$ cat config.mk
export PLATFORM = sky130hd
export DESIGN_NAME = instr_feeder
export DESIGN_NICKNAME = d
export VERILOG_FILES = /design/src/rtl/mips_pkg.sv /design/src/rtl/sync_fifo.sv /design/src/rtl/instr_feeder.sv
export SDC_FILE = /design/constraint.sdc
export NUM_CORES = 1
export LEC_CHECK = 0
export BUFFER_PORTS_ARGS = -buffer_cell sky130_fd_sc_hd__buf_2
export CAP_MARGIN = 5
export CORE_MARGIN = 2
export CORE_UTILIZATION = 55
export DETAILED_ROUTE_END_ITERATION = 10
export PLACE_DENSITY = 0.73
export SLEW_MARGIN = 20
export SYNTH_ARGS = -nofsm -noshare
export SYNTH_HDL_FRONTEND = slang
export SYNTH_SLANG_ARGS = --single-unit
$ cat constraint.sdc
create_clock -name clk -period 8.4 [get_ports clk]
set_input_delay 1.68 -clock clk [delete_from_list [all_inputs] [get_ports clk]]
set_output_delay 1.68 -clock clk [all_outputs]
set_load 0.1 [all_outputs]
$ cat src/rtl/mips_pkg.sv
// mips_pkg: shared constants for the instruction feeder (NOP word, opcodes, issue FSM encoding).
`default_nettype none

package mips_pkg;

  localparam logic [31:0] NOP    = 32'h0000_0000;

  localparam logic [5:0]  OP_ADD = 6'b000001;
  localparam logic [5:0]  OP_LW  = 6'b000010;
  localparam logic [5:0]  OP_SW  = 6'b000100;

  typedef enum logic [0:0] {
    IDLE = 1'b0,
    HOLD = 1'b1
  } feeder_state_e;

endpackage

`default_nettype wire

$ cat src/rtl/sync_fifo.sv
// sync_fifo: DEPTH x WIDTH first-word-fall-through FIFO with flush and occupancy output.
// Revision 1.0
`default_nettype none

module sync_fifo #(
  parameter int DEPTH = 8,
  parameter int WIDTH = 32
) (
  input  logic                     clk,
  input  logic                     reset,
  input  logic                     push,
  input  logic [WIDTH-1:0]         push_data,
  input  logic                     pop,
  output logic [WIDTH-1:0]         pop_data,
  input  logic                     flush,
  output logic [$clog2(DEPTH):0]   level
);

  localparam int AW = $clog2(DEPTH);
  localparam int LW = AW + 1;

  logic [WIDTH-1:0] mem_q [DEPTH];
  logic [AW-1:0]    wr_ptr_q, wr_ptr_d;
  logic [AW-1:0]    rd_ptr_q, rd_ptr_d;
  logic [LW-1:0]    level_q, level_d;
  logic             do_push, do_pop;

  // Flush dominates: nothing enters or leaves in a flush cycle.
  assign do_push = push & ~flush & (level_q != LW'(DEPTH));
  assign do_pop  = pop  & ~flush & (level_q != '0);

  always_comb begin
    wr_ptr_d = wr_ptr_q;
    rd_ptr_d = rd_ptr_q;
    level_d  = level_q;
    if (flush) begin
      wr_ptr_d = '0;
      rd_ptr_d = '0;
      level_d  = '0;
    end else begin
      if (do_push) wr_ptr_d = wr_ptr_q + AW'(1);
      if (do_pop)  rd_ptr_d = rd_ptr_q + AW'(1);
      case ({do_push, do_pop})
        2'b10:   level_d = level_q + LW'(1);
        2'b01:   level_d = level_q - LW'(1);
        default: level_d = level_q;
      endcase
    end
  end

  always_ff @(posedge clk) begin
    if (!reset) begin
      wr_ptr_q <= '0;
      rd_ptr_q <= '0;
      level_q  <= '0;
    end else begin
      wr_ptr_q <= wr_ptr_d;
      rd_ptr_q <= rd_ptr_d;
      level_q  <= level_d;
    end
  end

  always_ff @(posedge clk) begin
    if (do_push) mem_q[wr_ptr_q] <= push_data;
  end

  assign pop_data = mem_q[rd_ptr_q];
  assign level    = level_q;

endmodule

`default_nettype wire

$ cat src/rtl/instr_feeder.sv
// instr_feeder: queues host instruction words and presents each on In for HOLD_CYCLES cycles.
// Optional single-step gating with INSTR_FEEDER_STEP_EN. Revision 1.0
`default_nettype none

module instr_feeder
  import mips_pkg::*;
#(
  parameter int DEPTH       = 8,
  parameter int HOLD_CYCLES = 5,
  parameter int CNT_W       = 16
) (
  input  logic                    clk,
  input  logic                    reset,
  input  logic                    wr_valid,
  input  logic [31:0]             wr_data,
  output logic                    wr_ready,
  input  logic                    flush,
  input  logic                    step,
  output logic [31:0]             In,
  output logic                    instr_valid,
  output logic                    busy,
  output logic [$clog2(DEPTH):0]  level,
  output logic [CNT_W-1:0]        issued_cnt
);

  localparam int          LVL_W      = $clog2(DEPTH) + 1;
  localparam int          HC_W       = $clog2(HOLD_CYCLES + 1);
  localparam logic [HC_W-1:0] HOLD_RELOAD = HC_W'(HOLD_CYCLES - 1);

  feeder_state_e    state_q, state_d;
  logic [31:0]      in_q, in_d;
  logic             valid_q, valid_d;
  logic [HC_W-1:0]  hcnt_q, hcnt_d;
  logic [CNT_W-1:0] cnt_q, cnt_d;

  logic             push, pop, step_ok, hold_done, can_issue;
  logic [31:0]      head_word;
  logic [LVL_W-1:0] fifo_level;

`ifdef INSTR_FEEDER_STEP_EN
  assign step_ok = step;
`else
  logic unused_step;
  assign unused_step = step;
  assign step_ok     = 1'b1;
`endif

  assign wr_ready = reset & ~flush & (fifo_level < LVL_W'(DEPTH));
  assign push     = wr_valid & wr_ready;

  sync_fifo #(
    .DEPTH (DEPTH),
    .WIDTH (32)
  ) u_fifo (
    .clk       (clk),
    .reset     (reset),
    .push      (push),
    .push_data (wr_data),
    .pop       (pop),
    .pop_data  (head_word),
    .flush     (flush),
    .level     (fifo_level)
  );

  always_ff @(posedge clk) begin
    if (!reset) begin
      state_q <= IDLE;
      in_q    <= NOP;
      valid_q <= 1'b0;
      hcnt_q  <= '0;
      cnt_q   <= '0;
    end else begin
      state_q <= state_d;
      in_q    <= in_d;
      valid_q <= valid_d;
      hcnt_q  <= hcnt_d;
      cnt_q   <= cnt_d;
    end
  end

  // A pop happens from IDLE or at the end of a hold, whenever a word waits.
  always_comb begin
    hold_done = (hcnt_q == '0);
    can_issue = (fifo_level != '0) & step_ok & ~flush;
    pop       = can_issue & ((state_q == IDLE) | hold_done);
    state_d   = state_q;
    if (flush) begin
      state_d = IDLE;
    end else begin
      case (state_q)
        IDLE:    if (pop) state_d = HOLD;
        HOLD:    if (hold_done && !pop) state_d = IDLE;
        default: state_d = IDLE;
      endcase
    end
  end

  always_comb begin
    in_d    = in_q;
    valid_d = 1'b0;
    hcnt_d  = hcnt_q;
    cnt_d   = cnt_q;
    if (flush) begin
      in_d   = NOP;
      hcnt_d = '0;
    end else if (pop) begin
      in_d    = head_word;
      valid_d = 1'b1;
      hcnt_d  = HOLD_RELOAD;
      cnt_d   = cnt_q + CNT_W'(1);
    end else if (state_q == HOLD) begin
      if (!hold_done) hcnt_d = hcnt_q - HC_W'(1);
      else            in_d   = NOP;
    end
  end

  assign In          = in_q;
  assign instr_valid = valid_q;
  assign busy        = (state_q == HOLD);
  assign level       = fifo_level;
  assign issued_cnt  = cnt_q;

endmodule

`default_nettype wire

==> metrics.log <==
[metrics] CTS tree: yes
[metrics] switching part of the total power: 0.200
[metrics] flip-flop cell with the highest count after synthesis: sky130_fd_sc_hd__edfxtp_1
[metrics] series of cell instances along the critical path: buf_2 > nand2_1 > nor2_1 > buf_2
[metrics] data required time at the worst endpoint: 6.72 ns
[metrics] cts bufs inserted: 31
[metrics] clock transition time at the flip-flop clock pins of the worst setup and hold paths: 0.06 ns
[metrics] complex-gate fraction of the synthesized area: 0.0425
[metrics] Max Cap Viol: 0
[metrics] power after layout: 3090 uW
[metrics] Critical Path Fanout Max: 18
[metrics] layer with the highest usage after global routing: met2
[metrics] met2 demand-to-capacity share in global routing: 0.341
[metrics] count of flip-flops with a built-in enable after synthesis: 256
[metrics] met1 track demand over resource: 0.274
[metrics] number of nets still failing antenna checks after routing: 0
[metrics] Final setup viols: 0
[metrics] fraction of the mapped netlist area in adder cells: 0.00818
[metrics] largest family of logic cells by synthesized area: multiplexers
[metrics] Static Leak: 0.00457 uW
[metrics] WL per Instance: 22.2 um
[metrics] run status: finished clean
[metrics] Synth Net Count: 686
[metrics] chip width: 153 um
[metrics] Pint: 2470 uW
[metrics] top cells by instance count after synthesis: sky130_fd_sc_hd__edfxtp_1 (256), sky130_fd_sc_hd__dfxtp_1 (66), sky130_fd_sc_hd__mux4_2 (64)
[metrics] Non-Filler Cell Area, Final: 0.0140 mm2
[metrics] sequential share of the synthesized area: 0.736
[metrics] CP most frequent cell: sky130_fd_sc_hd__buf_2
[metrics] share of cells above drive strength 1: 0.301
[metrics] grt ovf: 0
[metrics] post-synthesis to final-layout area growth: 14.4%
[metrics] area post-placement: 0.0131 mm2
[metrics] total clock sinks: 322
[metrics] startpoint class of the critical path: input port
[metrics] clock latency on the worst-skew pair: 0.55 ns
[metrics] grt met3 use: 0.0371
[metrics] quantity of gates resized following cts: 0
[metrics] GR Util All Layers: 0.201
[metrics] peak per-stage delay on the critical path: 0.45 ns
[metrics] sequential group share of total power: 0.561
[metrics] worst IR drop on VDD: 0.195 mV
[metrics] min Tclk post-route: 4.69 ns
[metrics] global placer's final weighted congestion: 0.760
[metrics] CTS Buffer Depth: 3
[metrics] clock group share of total power: 0.414
[metrics] total of flip-flops plus latches after synthesis: 322
[metrics] final-layout fill cell count: 1454
[metrics] total number of vias: 6261
[metrics] Fin Clk Skew: 0.00943 ns
[metrics] Hold Buf Count CTS: 0
[metrics] initial drt markers: 539
[metrics] CP Capture Type: output pin
[metrics] average cell area after synthesis: 19.1 um2
[metrics] Cell variety after synth: 44
[metrics] buffers added on ports: 90
[metrics] buffers and inverters on the worst path: 2
[metrics] CP max stage cell: sky130_fd_sc_hd__buf_2
[metrics] post-CTS repair timing setup buffer count: 0
[metrics] antenna violations before repair: 3
[metrics] # DRC: 0
[metrics] worst slew margin relative to its limit: 0.361
[metrics] class of the most critical setup path: input port to output pin
[metrics] most common cell in the netlist: sky130_fd_sc_hd__edfxtp_1
[metrics] setup repair after global routing missed its margin: false
[metrics] H-tree depth reported by CTS: 1
[metrics] worst min-delay path class: flip-flop to flip-flop
[metrics] global-route wire length before repair: 36500 um
[metrics] Pins Over Slew Limit: 0
[metrics] Synth warnings: 0
[metrics] Die Footprint: 0.0235 mm2
[metrics] Combinational Power Share: 0.025
[metrics] Boundary Pins: 92
[metrics] via count of the first global-routing pass: 6515
[metrics] highest attainable clock frequency: 213 MHz
[metrics] power per standard cell area: 221 mW/mm2
[metrics] leading cell types by total area after synthesis: sky130_fd_sc_hd__edfxtp_1 (63%), sky130_fd_sc_hd__mux4_2 (12%), sky130_fd_sc_hd__dfxtp_1 (11%)
[metrics] mux contribution to synthesized area: 0.153
[metrics] post-synthesis cell type with the largest combined area: sky130_fd_sc_hd__edfxtp_1
[metrics] async set or reset register ratio after synthesis: 0
[metrics] Worst path top cell family by delay: buffers and inverters
[metrics] nets: 787
[metrics] standard cell core area: 0.0218 mm2
[metrics] total negative setup slack: 0 ns
[metrics] Post-Syn Area: 0.0122 mm2
[metrics] largest net degree at the start of global routing: 65
[metrics] share of the clock period used by the worst path after layout: 0.558
[metrics] number of cell rows: 54
[metrics] clk root buf: sky130_fd_sc_hd__clkbuf_16
[metrics] total area of multi-input combinational cells: 0.00311 mm2
[metrics] total detailed-routing wirelength: 23300 um
[metrics] die outline height: 153 um
[metrics] net switching power: 618 uW
[metrics] share of synthesized cell area in and, or, nand and nor gates: 0.0389
[metrics] routed vias/inst: 5.97
[metrics] HPWL after DPL: 12300 um
[metrics] Gate Count Post-Synth: 641
[metrics] hold violation total from the final report: 0
[metrics] Detailed Routing Iterations Pass 1: 4
[metrics] XOR/XNOR Fraction of Synth Area: 0.00573
[metrics] register area: 0.00901 mm2
[metrics] proportion of netlist area held by the largest area contributor: 0.628
[metrics] starting density of the core: 0.561
[metrics] slew at the pin with the worst max-slew slack: 0.955 ns
[metrics] arrival time at the worst endpoint: 3.01 ns
## path summary, 6_finish.rpt
path,startpoint,endpoint,slack (ns),cells after the start
setup / recovery,reset,wr_ready,3.71,4
hold / removal,In[21]$_SDFFE_PP0P_,In[21]$_SDFFE_PP0P_,0.46,1
setup reg to reg,hcnt_q[0]$_SDFFE_PP0P_,u_fifo.level[3]$_SDFFE_PP0P_,5.33,9
hold reg to reg,In[21]$_SDFFE_PP0P_,In[21]$_SDFFE_PP0P_,0.46,1
## worst register-to-register path, cell delays in order, from the launching register on
cell and delay [ns]:
sky130_fd_sc_hd__dfxtp_1 0.31, sky130_fd_sc_hd__inv_1 0.10, sky130_fd_sc_hd__ha_1 0.25, sky130_fd_sc_hd__nand2b_4 0.10, sky130_fd_sc_hd__a211oi_2 0.77, sky130_fd_sc_hd__ha_1 0.47
sky130_fd_sc_hd__nor4b_1 0.36, sky130_fd_sc_hd__o21ai_0 0.13, sky130_fd_sc_hd__o31ai_1 0.09, sky130_fd_sc_hd__mux2_2 0.37
## cells by family (layout without fill, tap and decap cells)
| kind of cell | count (synthesis) | in the layout |
|---|---|---|
| AO/OA/AOI/OAI | 68 | 68 |
| buffers and inverters | 44 | 170 |
| other | 0 | 2 |
| flip-flops | 322 | 322 |
| multiplexers | 107 | 107 |
| AND/OR/NAND/NOR | 84 | 84 |
| XOR/XNOR | 8 | 8 |
| adder cells (fa/ha/maj) | 8 | 8 |
## through the flow
stage	utilization	worst slack [ns]	hold slack, ns	cells
final	0.641	3.71	0.460	1049
after detailed placement	0.598	3.73	0.443	989
after CTS	0.641	3.72	0.462	1047
after floorplan	-	3.09	0.464	641
after global routing	0.641	3.59	0.474	1048
after global placement	0.598	3.73	0.439	989
## layer usage
layer	routed length (um)	share of wire
met1	9880	0.42
met2	11900	0.51
met3	1050	0.045
met4	461	0.020
met5	13	0.00056
## registers in the layout, summed over array words and instances, names as in the netlist, named ones only
signal / count
u_fifo.wr_ptr_q: 3
u_fifo.mem_q: 256
In: 32
issued_cnt: 16
instr_valid: 1
busy: 1
u_fifo.level: 4
u_fifo.rd_ptr_q: 3
hcnt_q: 3
## power by group through the flow
stage | registers (uW) | clock network (uW) | logic, uW
6_report | 1730 | 1280 | 78.3
5_1_grt | 1730 | 1360 | 85.1
4_1_cts | 1730 | 1300 | 78.7
3_5_place_dp | 1770 | 0 | 78.5
3_3_place_gp | 1760 | 0 | 74.5
2_1_floorplan | 1780 | 0 | 30.3
## cell type report
type	count	share of cell area
repair buffers	102	0.0386
clock buffers	39	0.0590
flip-flops and latches	322	0.644
inverters	10	0.00268
multi-input cells	275	0.222
well taps	280	0.0250
clock inverters	19	0.00814
diodes	2	0.000358
## cells in the final DEF (no fill, tap or decap), drive strengths merged, types with 2 or more instances in the layout
cell type / count
mux2: 2
nor2b: 3
diode: 2
clkinv: 17
o2bb2ai: 32
dfxtp: 66
xnor2: 4
o22ai: 2
mux4: 64
xor2: 4
mux2i: 41
and4: 2
o21ai: 6
a21oi: 14
ha: 8
a2111oi: 3
nor3: 3
or3: 2
clkbuf: 39
or4: 4
nand2: 21
inv: 11
edfxtp: 256
nor2: 19
o31ai: 5
nand2b: 11
nand3: 8
buf: 102
nor4: 4
Note: power is estimated with default switching activity, not from simulation.
